--- src/rtl/mem_port_arbiter_pkg.sv ---
// mem_arb_types: shared types for the split instruction/data memory port
// arbiter.
//   arb_state_t : the arbiter FSM states
//   arb_port_t  : identifies the instruction or data CPU port
//   mem_req_t   : one latched downstream request (address, lanes, data, type)
//   pack_req()  : builds a mem_req_t from a port's raw request signals
package mem_arb_types;

  typedef enum logic [2:0] {
    IDLE,
    BUSY_INST,
    BUSY_DATA,
    DONE_INST,
    DONE_DATA
  } arb_state_t;

  typedef enum logic {
    PORT_INST = 1'b0,
    PORT_DATA = 1'b1
  } arb_port_t;

  typedef struct packed {
    logic [31:0] address;
    logic [3:0]  byte_enable;
    logic [31:0] wdata;
    logic        write;
  } mem_req_t;

  // A request with both strobes set is a write, so only the write strobe
  // matters when forming the request type.
  function automatic mem_req_t pack_req(input logic [31:0] address,
                                        input logic [3:0]  byte_enable,
                                        input logic [31:0] wdata,
                                        input logic        write);
    mem_req_t r;
    r.address     = address;
    r.byte_enable = byte_enable;
    r.wdata       = wdata;
    r.write       = write;
    return r;
  endfunction

endpackage

--- src/rtl/mem_port_arbiter_select.sv ---
// mem_arb_select: combinational winner selection between the instruction
// and data ports. Only meaningful when at least one port is pending.
//
// Configuration macro: DATA_PRIORITY_EN
//   undefined : round-robin on ties, the port other than last_grant wins
//   defined   : data wins ties unless the starvation limit has been reached
//
// Ports:
//   inst_pend  in   instruction port has a request
//   data_pend  in   data port has a request
//   at_limit   in   (DATA_PRIORITY_EN) starve counter equals its limit
//   last_grant in   (default build) port granted most recently
//   grant      out  winning port
module mem_arb_select
  import mem_arb_types::*;
(
  input  logic      inst_pend,
  input  logic      data_pend,
`ifdef DATA_PRIORITY_EN
  input  logic      at_limit,
`else
  input  arb_port_t last_grant,
`endif
  output arb_port_t grant
);

  always_comb begin
    // NOTE: the output gets a default before any branch, so no path leaves
    // it unassigned and no latch is inferred.
    grant = PORT_INST;
    if (inst_pend && data_pend) begin
`ifdef DATA_PRIORITY_EN
      grant = at_limit ? PORT_INST : PORT_DATA;
`else
      grant = (last_grant == PORT_DATA) ? PORT_INST : PORT_DATA;
`endif
    end else if (data_pend) begin
      grant = PORT_DATA;
    end
  end

endmodule

--- src/rtl/mem_port_arbiter.sv ---
// mem_port_arbiter: serializes the CPU's instruction and data memory ports
// onto one physical memory port. Each CPU request yields exactly one
// downstream transaction and one single-cycle *_resp pulse.
//
// Configuration macro: DATA_PRIORITY_EN (data-priority tie-break with a
// starvation limit of STARVE_LIMIT consecutive data grants).
//
// Ports:
//   clk, rst                  clock, asynchronous active-low reset
//   inst_mem_*                instruction port (address/read/write/byte_enable/
//                             wdata in, rdata/resp out)
//   data_mem_*                data port, same shape
//   pmem_address/read/write/  downstream request, held until pmem_resp
//   byte_enable/wdata
//   pmem_rdata, pmem_resp     downstream completion
module mem_port_arbiter
  import mem_arb_types::*;
#(
  parameter int STARVE_LIMIT = 4
) (
  input  logic        clk,
  input  logic        rst,
  input  logic [31:0] inst_mem_address,
  input  logic        inst_mem_read,
  input  logic        inst_mem_write,
  input  logic [3:0]  inst_mem_byte_enable,
  input  logic [31:0] inst_mem_wdata,
  output logic [31:0] inst_mem_rdata,
  output logic        inst_mem_resp,
  input  logic [31:0] data_mem_address,
  input  logic        data_mem_read,
  input  logic        data_mem_write,
  input  logic [3:0]  data_mem_byte_enable,
  input  logic [31:0] data_mem_wdata,
  output logic [31:0] data_mem_rdata,
  output logic        data_mem_resp,
  output logic [31:0] pmem_address,
  output logic        pmem_read,
  output logic        pmem_write,
  output logic [3:0]  pmem_byte_enable,
  output logic [31:0] pmem_wdata,
  input  logic [31:0] pmem_rdata,
  input  logic        pmem_resp
);

  arb_state_t state, state_next;
  arb_port_t  grant;
  mem_req_t   inst_req, data_req, win_req, cur_req;
  logic       inst_pend, data_pend, start;

  assign inst_pend = inst_mem_read | inst_mem_write;
  assign data_pend = data_mem_read | data_mem_write;
  assign start     = (state == IDLE) && (inst_pend || data_pend);

  assign inst_req = pack_req(inst_mem_address, inst_mem_byte_enable,
                             inst_mem_wdata, inst_mem_write);
  assign data_req = pack_req(data_mem_address, data_mem_byte_enable,
                             data_mem_wdata, data_mem_write);
  assign win_req  = (grant == PORT_DATA) ? data_req : inst_req;

`ifdef DATA_PRIORITY_EN
  localparam int CNT_W = $clog2(STARVE_LIMIT + 1);

  // Consecutive data grants made while the instruction port was waiting.
  logic [CNT_W-1:0] starve_cnt;

  mem_arb_select u_select (
    .inst_pend (inst_pend),
    .data_pend (data_pend),
    .at_limit  (starve_cnt == CNT_W'(STARVE_LIMIT)),
    .grant     (grant)
  );

  always_ff @(posedge clk or negedge rst) begin
    if (!rst) begin
      starve_cnt <= '0;
    end else if (start) begin
      if (grant == PORT_DATA && inst_pend) begin
        if (starve_cnt != CNT_W'(STARVE_LIMIT)) starve_cnt <= starve_cnt + CNT_W'(1);
      end else begin
        starve_cnt <= '0;
      end
    end
  end
`else
  // Reset to DATA so the first tie after reset goes to the instruction port.
  arb_port_t last_grant;

  mem_arb_select u_select (
    .inst_pend  (inst_pend),
    .data_pend  (data_pend),
    .last_grant (last_grant),
    .grant      (grant)
  );

  always_ff @(posedge clk or negedge rst) begin
    if (!rst)       last_grant <= PORT_DATA;
    else if (start) last_grant <= grant;
  end
`endif

  // NOTE: registers use non-blocking assignments so every flop updates from
  // values sampled before the edge, independent of block ordering.
  always_ff @(posedge clk or negedge rst) begin
    if (!rst) state <= IDLE;
    else      state <= state_next;
  end

  always_comb begin
    state_next = state;
    case (state)
      IDLE:      if (start) state_next = (grant == PORT_DATA) ? BUSY_DATA : BUSY_INST;
      BUSY_INST: if (pmem_resp) state_next = DONE_INST;
      BUSY_DATA: if (pmem_resp) state_next = DONE_DATA;
      DONE_INST: state_next = IDLE;
      DONE_DATA: state_next = IDLE;
      default:   state_next = IDLE;
    endcase
  end

  // The transaction is latched at grant, so a CPU that drops or changes its
  // request mid-transaction cannot disturb the downstream port.
  always_ff @(posedge clk or negedge rst) begin
    if (!rst) begin
      cur_req        <= '0;
      pmem_read      <= 1'b0;
      pmem_write     <= 1'b0;
      inst_mem_rdata <= '0;
      data_mem_rdata <= '0;
    end else begin
      case (state)
        IDLE: begin
          if (start) begin
            cur_req    <= win_req;
            pmem_write <= win_req.write;
            pmem_read  <= ~win_req.write;
          end
        end
        BUSY_INST: begin
          if (pmem_resp) begin
            inst_mem_rdata <= pmem_rdata;
            pmem_read      <= 1'b0;
            pmem_write     <= 1'b0;
          end
        end
        BUSY_DATA: begin
          if (pmem_resp) begin
            data_mem_rdata <= pmem_rdata;
            pmem_read      <= 1'b0;
            pmem_write     <= 1'b0;
          end
        end
        default: ;
      endcase
    end
  end

  assign pmem_address     = cur_req.address;
  assign pmem_byte_enable = cur_req.byte_enable;
  assign pmem_wdata       = cur_req.wdata;

  assign inst_mem_resp = (state == DONE_INST);
  assign data_mem_resp = (state == DONE_DATA);

endmodule
--- config.mk ---
export PLATFORM = sky130hd
export DESIGN_NAME = mem_port_arbiter
export DESIGN_NICKNAME = d
export VERILOG_FILES = /design/src/rtl/mem_port_arbiter_pkg.sv /design/src/rtl/mem_port_arbiter_select.sv /design/src/rtl/mem_port_arbiter.sv
export SDC_FILE = /design/constraint.sdc
export NUM_CORES = 1
export LEC_CHECK = 0
export BUFFER_PORTS_ARGS = -buffer_cell sky130_fd_sc_hd__buf_4
export CORE_AREA = 4 4 124 126
export CTS_CLUSTER_DIAMETER = 120
export DETAILED_ROUTE_END_ITERATION = 16
export DIE_AREA = 0 0 128 130
export GPL_TIMING_DRIVEN = 0
export PLACE_DENSITY = 0.83
export RECOVER_POWER = 25
export REMOVE_ABC_BUFFERS = 1
export SETUP_SLACK_MARGIN = 0.2
export SYNTH_ARGS = -nofsm -noshare
export SYNTH_HDL_FRONTEND = slang
export SYNTH_SLANG_ARGS = --single-unit
--- constraint.sdc ---
create_clock -name clk -period 1.88 [get_ports clk]
set_clock_uncertainty 0.2 [all_clocks]
set_input_delay 0.094 -clock clk [delete_from_list [all_inputs] [get_ports clk]]
set_output_delay 0.094 -clock clk [all_outputs]
set_load 0.05 [all_outputs]
## Word level (Yosys, flattened, before mapping)

Cells that the tools add are included.

| operators by class | value |
|---|---|
| equal/unequal tests | 8 |
| divide/modulo/power cells | 0 |
| reductions and logical operators | 11 |
| order comparisons | 0 |
| $add $sub $neg | 0 |
| muxes and demuxes | 14 |
| shifts and indexed selects | 0 |
| multiply operators | 0 |
| bitwise logic cells | 3 |

Operator list:

| operator | count |
|---|---|
| $mux 69 | 1 |
| $mux 3 | 3 |
| $pmux 3 s3 | 1 |
| $eq 3x2->1 const B | 2 |
| $mux 1 | 6 |
| $ne 2x2->1 const B | 3 |
| $reduce_and 2->1 | 3 |
| $reduce_and 3->1 | 2 |
| $pmux 1 s2 | 2 |
| $eq 3x1->1 const B | 1 |
| $eq 3x3->1 const B | 1 |
| $logic_not 3->1 | 1 |
| $logic_and 1x1->1 | 2 |
| $mux 2 | 1 |
| $ne 2x1->1 const B | 1 |
| $or 1x1->1 | 2 |
| $reduce_bool 2->1 | 1 |
| $reduce_or 2->1 | 1 |
| $logic_or 1x1->1 | 1 |
| $not 1->1 | 1 |

| storage, ports and cells | value |
|---|---|
| output and inout port bits | 136 |
| memories | 0 |
| input port bits | 175 |
| latch bits | 0 |
| ROM bits | 0 |
| register bits | 138 |
| bits in writable memories | 0 |
| word-level logic and storage cells | 45 |

## Logic depth before layout (Yosys ltp)

Gate-level depths: netlist of the first run.

| depth | value |
|---|---|
| word-level depth | 7 |
| gate-level depth with buffers | 7 |
| depth with buffers taken out | 4 |

## Modules after synthesis

Synthesis of the first run repeated with hierarchy kept, for this count alone.

| second synthesis, totals | value |
|---|---|
| cell total of the unflattened synthesis | 471 |
| area, all modules | 6,028.3 um2 |

By module, submodules not included:

| module | sequential area each (um2) | instances | cells an instance | area an instance (um2) |
|---|---|---|---|---|
| mem_port_arbiter | 3,454.6 | 1 | 470 | 6,017.0 |
| mem_arb_select | 0.0 | 1 | 1 | 11.3 |

## Least setup slack after synthesis of the first run

Ideal clock, no wire load.

| path | value |
|---|---|
| path type | register to register |
| start | register state[2] |
| end | register data_mem_rdata[10] |
| period minus slack after synthesis | 1.757 ns |
| required time | 1.555 ns |
| library setup time | 0.125 ns |
| arrival time | 1.433 ns |
| setup slack | 0.123 ns |
| stages on the path, launching flop included | 5 |
| buffers on the path | 1 |
| cells stage by stage | dfrtp_1 -> nand2b_1 -> nor2_1 -> buf_2 -> mux2_2 |

| on the way | value |
|---|---|
| cells in the longest elaborated chain, start to end | 2 |

Ends and longest elaborated chain:

| element | line | RTL |
|---|---|---|
| start, declared | mem_port_arbiter.sv:46 | `arb_state_t state, state_next;` |
| start signal, assigned | mem_port_arbiter.sv:106 | `else state <= state_next;` |
| $eq 3x2->1 | mem_port_arbiter.sv:131 | `case (state)` |
| $reduce_and 2->1 (no line) | - |  |
| end signal, assigned | mem_port_arbiter.sv:148 | `data_mem_rdata <= pmem_rdata;` |
| end, declared | mem_port_arbiter.sv:35 | `output logic [31:0] data_mem_rdata,` |

No other way between the ends.
A chain may end at the register's enable or synchronous reset.

## Worst setup path in the final report of the first run

| path | value |
|---|---|
| start | register last_grant |
| end | register cur_req, in the netlist pmem_address[18] |

| on the way | value |
|---|---|
| cells in the longest elaborated chain, start to end | 3 |

Ends and longest elaborated chain:

| element | line | RTL |
|---|---|---|
| start, declared | mem_port_arbiter.sv:87 | `arb_port_t last_grant;` |
| start signal, assigned | mem_port_arbiter.sv:98 | `else if (start) last_grant <= grant;` |
| $mux 1 | mem_port_arbiter_select.sv:35 | `grant = (last_grant == PORT_DATA) ? PORT_INST : PORT_DATA;` |
| $mux 1 | mem_port_arbiter_select.sv:31 | `if (inst_pend && data_pend) begin` |
| $mux 69 | mem_port_arbiter.sv:59 | `assign win_req = (grant == PORT_DATA) ? data_req : inst_req;` |
| end signal, assigned | mem_port_arbiter.sv:134 | `cur_req <= win_req;` |
| end, declared | mem_port_arbiter.sv:48 | `mem_req_t inst_req, data_req, win_req, cur_req;` |

No other way between the ends.

==> impl_results.md, run 1 <==
* Cell depth of the worst setup path at 5
* Slowest-stage cell, CP: dfstp_2
* Vias at 7378
* DR WL/cell at 25.6 microns
* Final wirelength at 32.6 mm
* Max rail drop VDD at 989 uV
* RSZ-0062 raised after global routing: true
* Vias per inst at 5.78
* Reg-to-reg slack, setup at -20 ps
* Congestion Overflow GR at 0
* Final hold slack at 94.4 ps
* Synth area leader: dfrtp_1
* Pre-antenna DRT Iters at 6
* Yosys reg bits at 138
* Total die area at 16600 sq um
* Vias in the first global route at 7460
* Seq/Total Area, Yosys at 0.599
* Outcome: complete, but fails checks
* Slew Viols, Final at 0
* Final core utilization at 0.822
* Worst min-delay path startpoint: inst_mem_write
* WHS Path Cells at 4
* DR iter-0 viols at 557
* Mean area per synthesized cell at 10.7 sq um
* GRT busiest layer: met2
* Crit path launch type: flip-flop
* Crit Reg-Reg Endpoint: pmem_address[18]
* Root buffer cell: clkbuf_16
* Top cells by area, synth: dfrtp_1 59%, mux2_2 12%, nand2_1 9.0%
* Final Hold Violating Endpoints at 0
* Met1 GRT Util at 0.364
* Synth Area in Compound Gates at 0.0877
* Total CTS buffers at 17
* Crit path buf inv count at 1
* Fraction of the cycle the final worst path needs at 1.01
* FMAX at 526 MHz
* Clock Path Buffers at 2
* Critical path peak fanout at 8
* Die span in x at 128 microns
* Ys Warns at 0
* Final HPWL DP at 12.5 mm
* IO Port Bufs at 310
* Hold Crit Class: in -> reg
* Setup TNS at -42.6 ps
* Leak at 5.47 nW
* Total Nets Final at 1253
* Beginning of the critical path: last_grant
* CP Data Required Time at 1970 ps
* Worst Reg2Reg Path Length in Cells at 5
* Cells along the critical path: o21ai_4 -> buf_12 -> o21ai_2 -> nand2_1 -> a31oi_1
* Core area at 14300 sq um
* Power Total at 24.8 mW
* Routability cong. at 0.761
* Post-route setup slack at -22.5 ps
* Layout cells sized above 1 at 0.459
* Worst endpoint data arrival time at 2000 ps
* Worst Tran Pin Value at 894 ps
* Hold Crit Endpoint: state[0]
* GR Layer Usage met3 at 0.0941
* Post-route DRC at 0
* Tmin final at 1900 ps
* Share of the synthesized area in the top cell type at 0.595
* Largest net degree at the start of global routing at 79
* Slowest stage delay, CP at 580 ps
* Worst skew pair latency at 410 ps
* GR met2 Demand/Resource at 0.555
* Simple-Gate Fraction of Synth Area at 0.148
* Area after DPL at 8220 sq um
* CP Class: reg -> reg
* CP endpoint kind: flip-flop
* GRT Total Usage at 0.321
* Cell variety after synth at 23
* Starting Density at 0.403
* Final ANT Viol Nets at 0
* CTS tree: built
* Area growth syn-to-layout at 104%
* CTS Sinks at 138
* Filler cells at 660
* Relative slew slack at 0.404
* Post-Synthesis Cell Area at 5770 sq um
* Cell row count at 44
* P per Cell Area at 2110 nW/um^2
* Clock transition at path regs at 60 ps
* CP top delay family: compound AO/OA/AOI/OAI gates
* Reg2reg start: last_grant
* Initial antenna violation count at 1
* Failing checks: setup timing
* H-tree depth at 4
* IO Count at 311
* Final instance area at 11800 sq um
* Die H at 130 microns
* Max Cap Viol at 0
* Largest family of logic cells by synthesized area: simple AND/OR/NAND/NOR gates
* Final setup vio count at 3
* Mapped Cells at 541
* Synth Area in XOR/XNOR at 0
* First-pass GRT wire length at 40.8 mm
* Adder-cell share of the synthesized area at 0
* Mux contribution to synthesized area at 0.125
-- state kept, by name, indices dropped and copies added (netlist names) --
signal            count
pmem_wdata           32
pmem_read             1
data_mem_rdata       32
last_grant            1
pmem_byte_enable      4
state                 3
pmem_address         32
pmem_write            1
inst_mem_rdata       32
-- stage by stage --
step / worst slack (ps) / std cells
global placement: -2990 / 999
CTS: 147 / 1239
detailed placement: -755 / 1003
floorplan: -1150 / 505
finish: -22.5 / 1276
global route: -38.8 / 1275
-- worst register-to-register path, cell delays in order, from the launching register on --
cell and delay [ps]:
dfstp_2 580, o21ai_4 110, buf_12 150, o21ai_2 230
nand2_1 190, a31oi_1 330
-- cell families (layout without fill, tap and decap cells) --
logic type             count (synthesis)  after routing
AND/OR/NAND/NOR                      220            232
AO/OA/AOI/OAI                         81             86
flip-flops                           138            138
buffers and inverters                 38            571
multiplexers                          64             64
other                                  0              1
-- synth_stat cells --
| library cell | n |
|---|---|
| and2_1 | 1 |
| mux2_2 | 61 |
| o21ai_1 | 1 |
| a22o_1 | 2 |
| nor2_1 | 73 |
| nand2_1 | 138 |
| buf_6 | 9 |
| clkbuf_1 | 14 |
| o2bb2ai_1 | 1 |
| nand2b_1 | 4 |
| dfstp_2 | 1 |
| o21a_1 | 1 |
| a31oi_1 | 69 |
| a21oi_1 | 5 |
| o21ai_0 | 2 |
| buf_2 | 11 |
| dfrtp_1 | 137 |
| inv_1 | 2 |
| nor3_1 | 2 |
| or4_4 | 1 |
| mux2_1 | 3 |
| buf_4 | 2 |
| and2_4 | 1 |
-- how the worst max path moves through the flow --
stage          slack (ps)           endpoint
6_report              -20   pmem_address[18]
5_1_grt               -40   pmem_address[18]
4_1_cts               150  data_mem_rdata[8]
3_5_place_dp         -760         pmem_write
3_3_place_gp        -2990     pmem_wdata[30]
2_1_floorplan       -1150           state[0]
-- layer usage --
layer,wire [microns],vias to the layer above
li1,-,2941
met1,11000,3504
met2,15400,721
met3,3710,212
met4,2460,0
met5,0,-
-- final cells by class --
class | instances | area, sq um | share of cell area
Antenna cell | 1 | 2.50 | 0.000213
Clock buffer | 18 | 439 | 0.0373
Clock inverter | 14 | 183 | 0.0155
Inverter | 2 | 7.51 | 0.000638
Multi-Input combinational cell | 382 | 2660 | 0.226
Sequential cell | 138 | 3460 | 0.294
Tap cell | 184 | 230 | 0.0196
Timing Repair Buffer | 537 | 4780 | 0.407
-- placed cells by master, fill, tap and decap left out, types with 2 or more instances in the layout --
master         instances
nand2_1              109
dfrtp_2                3
clkinv_4               2
nand2_2               18
buf_4                295
o21a_4                 2
clkbuf_16             23
inv_1                  2
a31oi_1               61
buf_12                19
nand2b_4               3
inv_6                  5
a22o_1                 2
clkbuf_1              31
mux2_4                25
buf_16                 2
nor2_2                 2
nor2_4                 3
clkinvlp_4             2
dlygate4sd3_1        172
dfrtp_1              134
and2_4                 9
nand2_4               11
buf_8                  4
a31oi_4                6
nor2_1                69
mux2_2                39
a21oi_1                5
bufinv_16              3
a31oi_2                2
o21ai_4                4
and2_2                 3
buf_6                  7
-- report_power, final --
group | leakage, nW | internal [mW] | total, mW | switching, mW
combinational | 3.57 | 5.44 | 15.6 | 10.1
clock | 0.300 | 2.16 | 3.60 | 1.44
sequential | 1.59 | 4.53 | 5.65 | 1.12
total | 5.47 | 12.1 | 24.8 | 12.7
-- timing repair --
action,CTS,global route
gates cloned,11,16
pin swaps,8,55
setup endpoints to repair,135,135
buffers inserted,21,20
hold endpoints to repair,272,0
hold buffers,172,0
resized for setup,23,96
Note: power is estimated with default switching activity, not from simulation.
==> inputs of run 2 (changes only) <==
CELL_PAD_IN_SITES_DETAIL_PLACEMENT = 1   (was default)
CELL_PAD_IN_SITES_GLOBAL_PLACEMENT = 2   (was default)
CORE_AREA = 4 4 172 158   (was 4 4 124 126)
DIE_AREA = 0 0 176 162   (was 0 0 128 130)
PLACE_DENSITY = 0.82   (was 0.83)
==> impl_results.md, run 2 (synthesis results as in run 1) <==
* Clock transition at path regs at 70 ps (about the same)
* Final Hold Violating Endpoints at 0 (unchanged)
* Tmin final at 1830 ps (-73.6 ps)
* Leak at 5.60 nW (+2.4%)
* Post-route DRC at 0 (unchanged)
* Beginning of the critical path: state[0]
* Fraction of the cycle the final worst path needs at 0.973 (-0.0391)
* Vias per inst at 4.61 (-20%)
* IO Count at 311 (unchanged)
* Outcome: finished clean
* Initial antenna violation count at 0 (-1)
* Max Cap Viol at 0 (unchanged)
* Worst endpoint data arrival time at 1950 ps (-50 ps)
* Final setup vio count at 0 (-3)
* CTS tree: built
* Cell count after placement at 1168 (+16%)
* Worst min-delay path startpoint: data_mem_write
* Slowest-stage cell, CP: dfrtp_2
* Cells along the critical path: buf_12 -> nor3_4 -> buf_12 -> and2_4 -> buf_12 -> nor2_1 -> a31oi_2
* Commonest non-fill, non-tap cells in the layout: 292 x buf_4, 173 x dlygate4sd3_1, 138 x nand2_1, 134 x dfrtp_1, 66 x a31oi_1
* DR iter-0 viols at 236 (-58%)
* Core area at 25500 sq um (+78%)
* Starting Density at 0.226 (-0.177)
* Vias in the first global route at 7574 (+1.5%)
* P per Cell Area at 2090 nW/um^2 (-0.99%)
* Final HPWL DP at 14.7 mm (+17%)
* Congestion Overflow GR at 0 (unchanged)
* Max rail drop VDD at 771 uV (-22%)
* Largest net degree at the start of global routing at 76 (-3.8%)
* Slew Viols, Final at 0 (unchanged)
* DR WL/cell at 23.6 microns (-7.6%)
* CTS Sinks at 138 (unchanged)
* Die span in x at 176 microns (+38%)
* Total die area at 28500 sq um (+71%)
* Area growth syn-to-layout at 111%
* Final ANT Viol Nets at 0 (unchanged)
* First-pass GRT wire length at 46.8 mm (+15%)
* Cell row count at 56 (+27%)
* RSZ-0062 raised after global routing: true
* CP Class: reg -> reg
* FMAX at 547 MHz (+4.0%)
* GRT Total Usage at 0.217 (-0.103)
* Root buffer cell: clkbuf_16
* Ant diodes at 0 (-1)
* Total CTS buffers at 17 (unchanged)
* Pre-antenna DRT Iters at 4 (-2)
* Routability cong. at 0.737 (-3.1%)
* Critical path peak fanout at 17 (+9)
* Most common library cell in the layout ignoring fill and taps: buf_4
* Die H at 162 microns (+25%)
* IO Port Bufs at 310 (unchanged)
* Area after DPL at 8460 sq um (+2.9%)
* Total Nets Final at 1256 (+0.24%)
* CP endpoint kind: flip-flop
* H-tree depth at 4 (unchanged)
* Final wirelength at 34.0 mm (+4.3%)
* CP top delay family: buffers and inverters
* Vias at 6650 (-9.9%)
* Crit path buf inv count at 3 (+2)
* Layout cells sized above 1 at 0.447 (-0.0118)
* Slowest stage delay, CP at 420 ps (-160 ps)
* Hold Crit Class: in -> reg
* Relative slew slack at 0.340 (-0.0639)
* Worst Tran Pin Value at 990 ps (+95.8 ps)
* CP Data Required Time at 2000 ps (+30 ps)
* Most used cell, CP: buf_12
* Final instance area at 12200 sq um (+3.5%)
* Reg2reg start: state[0]
* Final Non-Filler Cells at 1441 (+13%)
* Worst skew pair latency at 430 ps (+20 ps)
* Clock Path Buffers at 2 (unchanged)
* Crit path launch type: flip-flop
-- run 2: changes by cell type in the layout (fill, tap and decap cells not counted), sizes merged --
cell         previous run  this run
and2                   13        11
buf                   327       328
bufbuf                  0         1
bufinv                  3         5
clkbuf                 56        59
clkinv                  3         2
clkinvlp                2         0
diode                   1         0
dlygate4sd3           172       173
inv                     8         9
nor2                   74        73
o21a                    3         4
o21ai                   6         4
-- run 2: worst paths after layout --
path	to	slack [ps]	cells after the start
setup reg to reg	pmem_address[27]	50	7
setup / recovery	pmem_address[27]	50	7
max in group asynchronous	pmem_address[16]	380	3
hold reg to reg	pmem_read	300	1
hold / removal	state[1]	50	3
min in group asynchronous	inst_mem_rdata[28]	180	2
-- run 2: layout make-up --
class | instances | area [sq um]
clock buffer | 17 | 425
clock inverter | 14 | 230
fill | 2774 | 13300
inverter | 2 | 7.51
multi-input combinational | 378 | 2660
sequential | 138 | 3460
tap | 348 | 435
timing repair buffer | 544 | 4960
-- run 2: where the power goes --
group,leakage [nW],switching [mW],internal [mW]
logic,3.68,9.93,5.90
clock network,0.323,1.49,2.39
registers,1.59,1.17,4.53
-- run 2: metrics by stage --
step | setup WS [ps] | TNS (ps) | utilization | hold WS [ps] | power [mW]
CTS | 121 | 0 | 0.453 | 49.6 | 23.7
global placement | -3960 | -385540 | 0.326 | 125 | 17.2
floorplan | -1150 | -130690 | - | -402 | 13.3
finish | 51.1 | 0 | 0.477 | 46.9 | 25.4
global route | -9.63 | -9.63 | 0.477 | 65.0 | 26.4
detailed placement | -927 | -50580 | 0.332 | -60.4 | 17.4
-- run 2: worst min-delay path, cell delays in order --
cell and delay (ps):
buf_4 200, o21ai_4 160, a21oi_1 170
-- run 2: what timing repair did --
action                     4_1_cts  5_1_grt
gates cloned                    16        9
gates resized for setup         28      111
hold endpoints to repair       204        0
hold buffers                   173        0
setup endpoints to repair      127      130
buffers inserted                30       14
pin swaps                        5        5
-- run 2: layer usage --
metal | part of all wire | wire length, microns | GRT usage | up-vias
met5 | 0 | 0 | 0 | -
met4 | 0.028 | 959 | 0.0854 | 0
met3 | 0.074 | 2520 | 0.0640 | 51
met2 | 0.51 | 17300 | 0.391 | 327
met1 | 0.39 | 13200 | 0.242 | 3335
li1 | - | - | - | 2937
==> inputs of run 3 (changes only) <==
RECOVER_POWER = 100   (was 25)
==> impl_results.md, run 3 (synthesis results as in run 1) <==
* Relative slew slack at 0.340 (about the same)
* Clock transition at path regs at 60 ps (about the same)
* GRT Total Usage at 0.217 (unchanged)
* H-tree depth at 4 (unchanged)
* Worst endpoint data arrival time at 1960 ps (about the same)
* Power Total at 23.8 mW (-6.3%)
* Die H at 162 microns (unchanged)
* Worst skew pair latency at 420 ps (about the same)
* Vias per inst at 4.62 (+0.20%)
* Crit path launch type: flip-flop
* CP Data Required Time at 2000 ps (about the same)
* Final core utilization at 0.453 (-0.0244)
* IO Port Bufs at 310 (unchanged)
* Max Cap Viol at 0 (unchanged)
* Total CTS buffers at 17 (unchanged)
* Post-route setup slack at 44.4 ps (-6.66 ps)
* Final Hold Violating Endpoints at 0 (unchanged)
* Final setup vio count at 0 (unchanged)
* DR iter-0 viols at 261 (+11%)
* Final wirelength at 34.0 mm (-0.12%)
* FMAX at 545 MHz (-0.36%)
* Starting Density at 0.226 (unchanged)
* Total die area at 28500 sq um (unchanged)
* Pre-antenna DRT Iters at 4 (unchanged)
* Core area at 25500 sq um (unchanged)
* CP Class: reg -> reg
* Vias at 6663 (+0.20%)
* RSZ-0062 raised after global routing: true
* Largest net degree at the start of global routing at 76 (unchanged)
* Final ANT Viol Nets at 0 (unchanged)
* Area growth syn-to-layout at 100%
* Clock Path Buffers at 2 (unchanged)
* Worst Reg2Reg Path Length in Cells at 7 (unchanged)
* CTS tree: built
* Outcome: finished clean
* Die span in x at 176 microns (unchanged)
* Routability cong. at 0.737 (unchanged)
* CP endpoint kind: flip-flop
* Root buffer cell: clkbuf_16
* Routed metal-1 wirelength at 13.3 mm (+0.24%)
* CTS Sinks at 138 (unchanged)
* Layout cells sized above 1 at 0.325 (-0.123)
* Final instance area at 11600 sq um (-5.1%)
* IO Count at 311 (unchanged)
* Cell row count at 56 (unchanged)
* Most common library cell in the layout ignoring fill and taps: buf_4
* Initial antenna violation count at 0 (unchanged)
* Leak at 5.14 nW (-8.2%)
* Worst Tran Pin Value at 990 ps (+0.0988 ps)
* Congestion Overflow GR at 0 (unchanged)
* First-pass GRT wire length at 46.8 mm (unchanged)
* Vias in the first global route at 7574 (unchanged)
* WHS Path Cells at 4 (+1)
* Filler cells at 2878 (+3.7%)
* Top layer in use: met4
* Fraction of the cycle the final worst path needs at 0.976 (+0.00354)
* Critical path peak fanout at 7 (-10)
* Post-route DRC at 0 (unchanged)
* Ant diodes at 0 (unchanged)
* P per Cell Area at 2060 nW/um^2 (-1.3%)
* Hold Crit Class: in -> reg
* Slew Viols, Final at 0 (unchanged)
* Max rail drop VDD at 713 uV (-7.5%)
* Commonest non-fill, non-tap cells in the layout: 192 x buf_4, 173 x dlygate4sd3_1, 138 x nand2_1, 134 x dfrtp_1, 134 x clkbuf_1
* WL met3 at 2.46 mm (-2.3%)
* Final HPWL DP at 14.7 mm (unchanged)
* Tmin final at 1840 ps (+6.66 ps)
* Area after DPL at 8460 sq um (unchanged)
* DR WL/cell at 23.6 microns (-0.12%)
* Total Nets Final at 1256 (unchanged)
* Met2 wire len at 17.2 mm (-0.53%)
* Post-Place Setup Slack at -927 ps (unchanged)
-- run 3: cell types whose count changed in the layout (fill, tap and decap cells not counted), sizes merged --
cell	previous run	this run
clkbuf	59	161
buf	328	226
-- run 3: repair_timing --
action,4_1_cts,5_1_grt
gates resized for setup,28,111
buffers inserted,30,14
pin swaps,5,5
endpoints found under the setup margin,127,130
cloned,16,9
hold endpoints to repair,204,0
hold buffers,173,0
-- run 3: worst max-delay path, stage by stage, from the launching register on --
cell     delay [ps]
dfrtp_2         420
buf_12          130
nor3_4          190
buf_12          170
and2_4          210
buf_12          150
nor2_1           50
a31oi_1         190
-- run 3: path summary, 6_finish.rpt --
path,end,start,slack [ps]
max reg2reg,pmem_byte_enable[0],state[0],40
min,pmem_read,inst_mem_write,60
max in group asynchronous,pmem_address[19],rst,390
min in group asynchronous,data_mem_rdata[11],rst,170
max,pmem_byte_enable[0],state[0],40
min reg2reg,data_mem_rdata[5],data_mem_rdata[5],290
-- run 3: power breakdown --
part	internal, mW	switching (mW)	leakage, nW
Clock	2.39	1.50	0.323
Sequential	4.53	1.08	1.59
Combinational	4.49	9.82	3.22
-- run 3: per-stage QoR --
step	hold slack, ps	setup TNS [ps]	cells
2_1_floorplan	-402	-130690	505
3_3_place_gp	125	-385540	1163
3_5_place_dp	-60.4	-50580	1168
4_1_cts	49.6	0	1418
5_1_grt	80.5	-6.82	1441
6_report	59.9	0	1441
-- run 3: layout make-up --
cell class,count,area [sq um],share of cell area
Clock buffer,17,425,0.0368
Clock inverter,14,230,0.0199
Inverter,2,7.51,0.000650
Multi-Input combinational cell,378,2510,0.217
Sequential cell,138,3460,0.299
Tap cell,348,435,0.0377
Timing Repair Buffer,544,4490,0.389
-- run 3: per-layer routing --
layer	up-vias	global-route usage
met5	-	0
met4	0	0.0854
met3	67	0.0640
met2	337	0.391
met1	3322	0.242
li1	2937	-
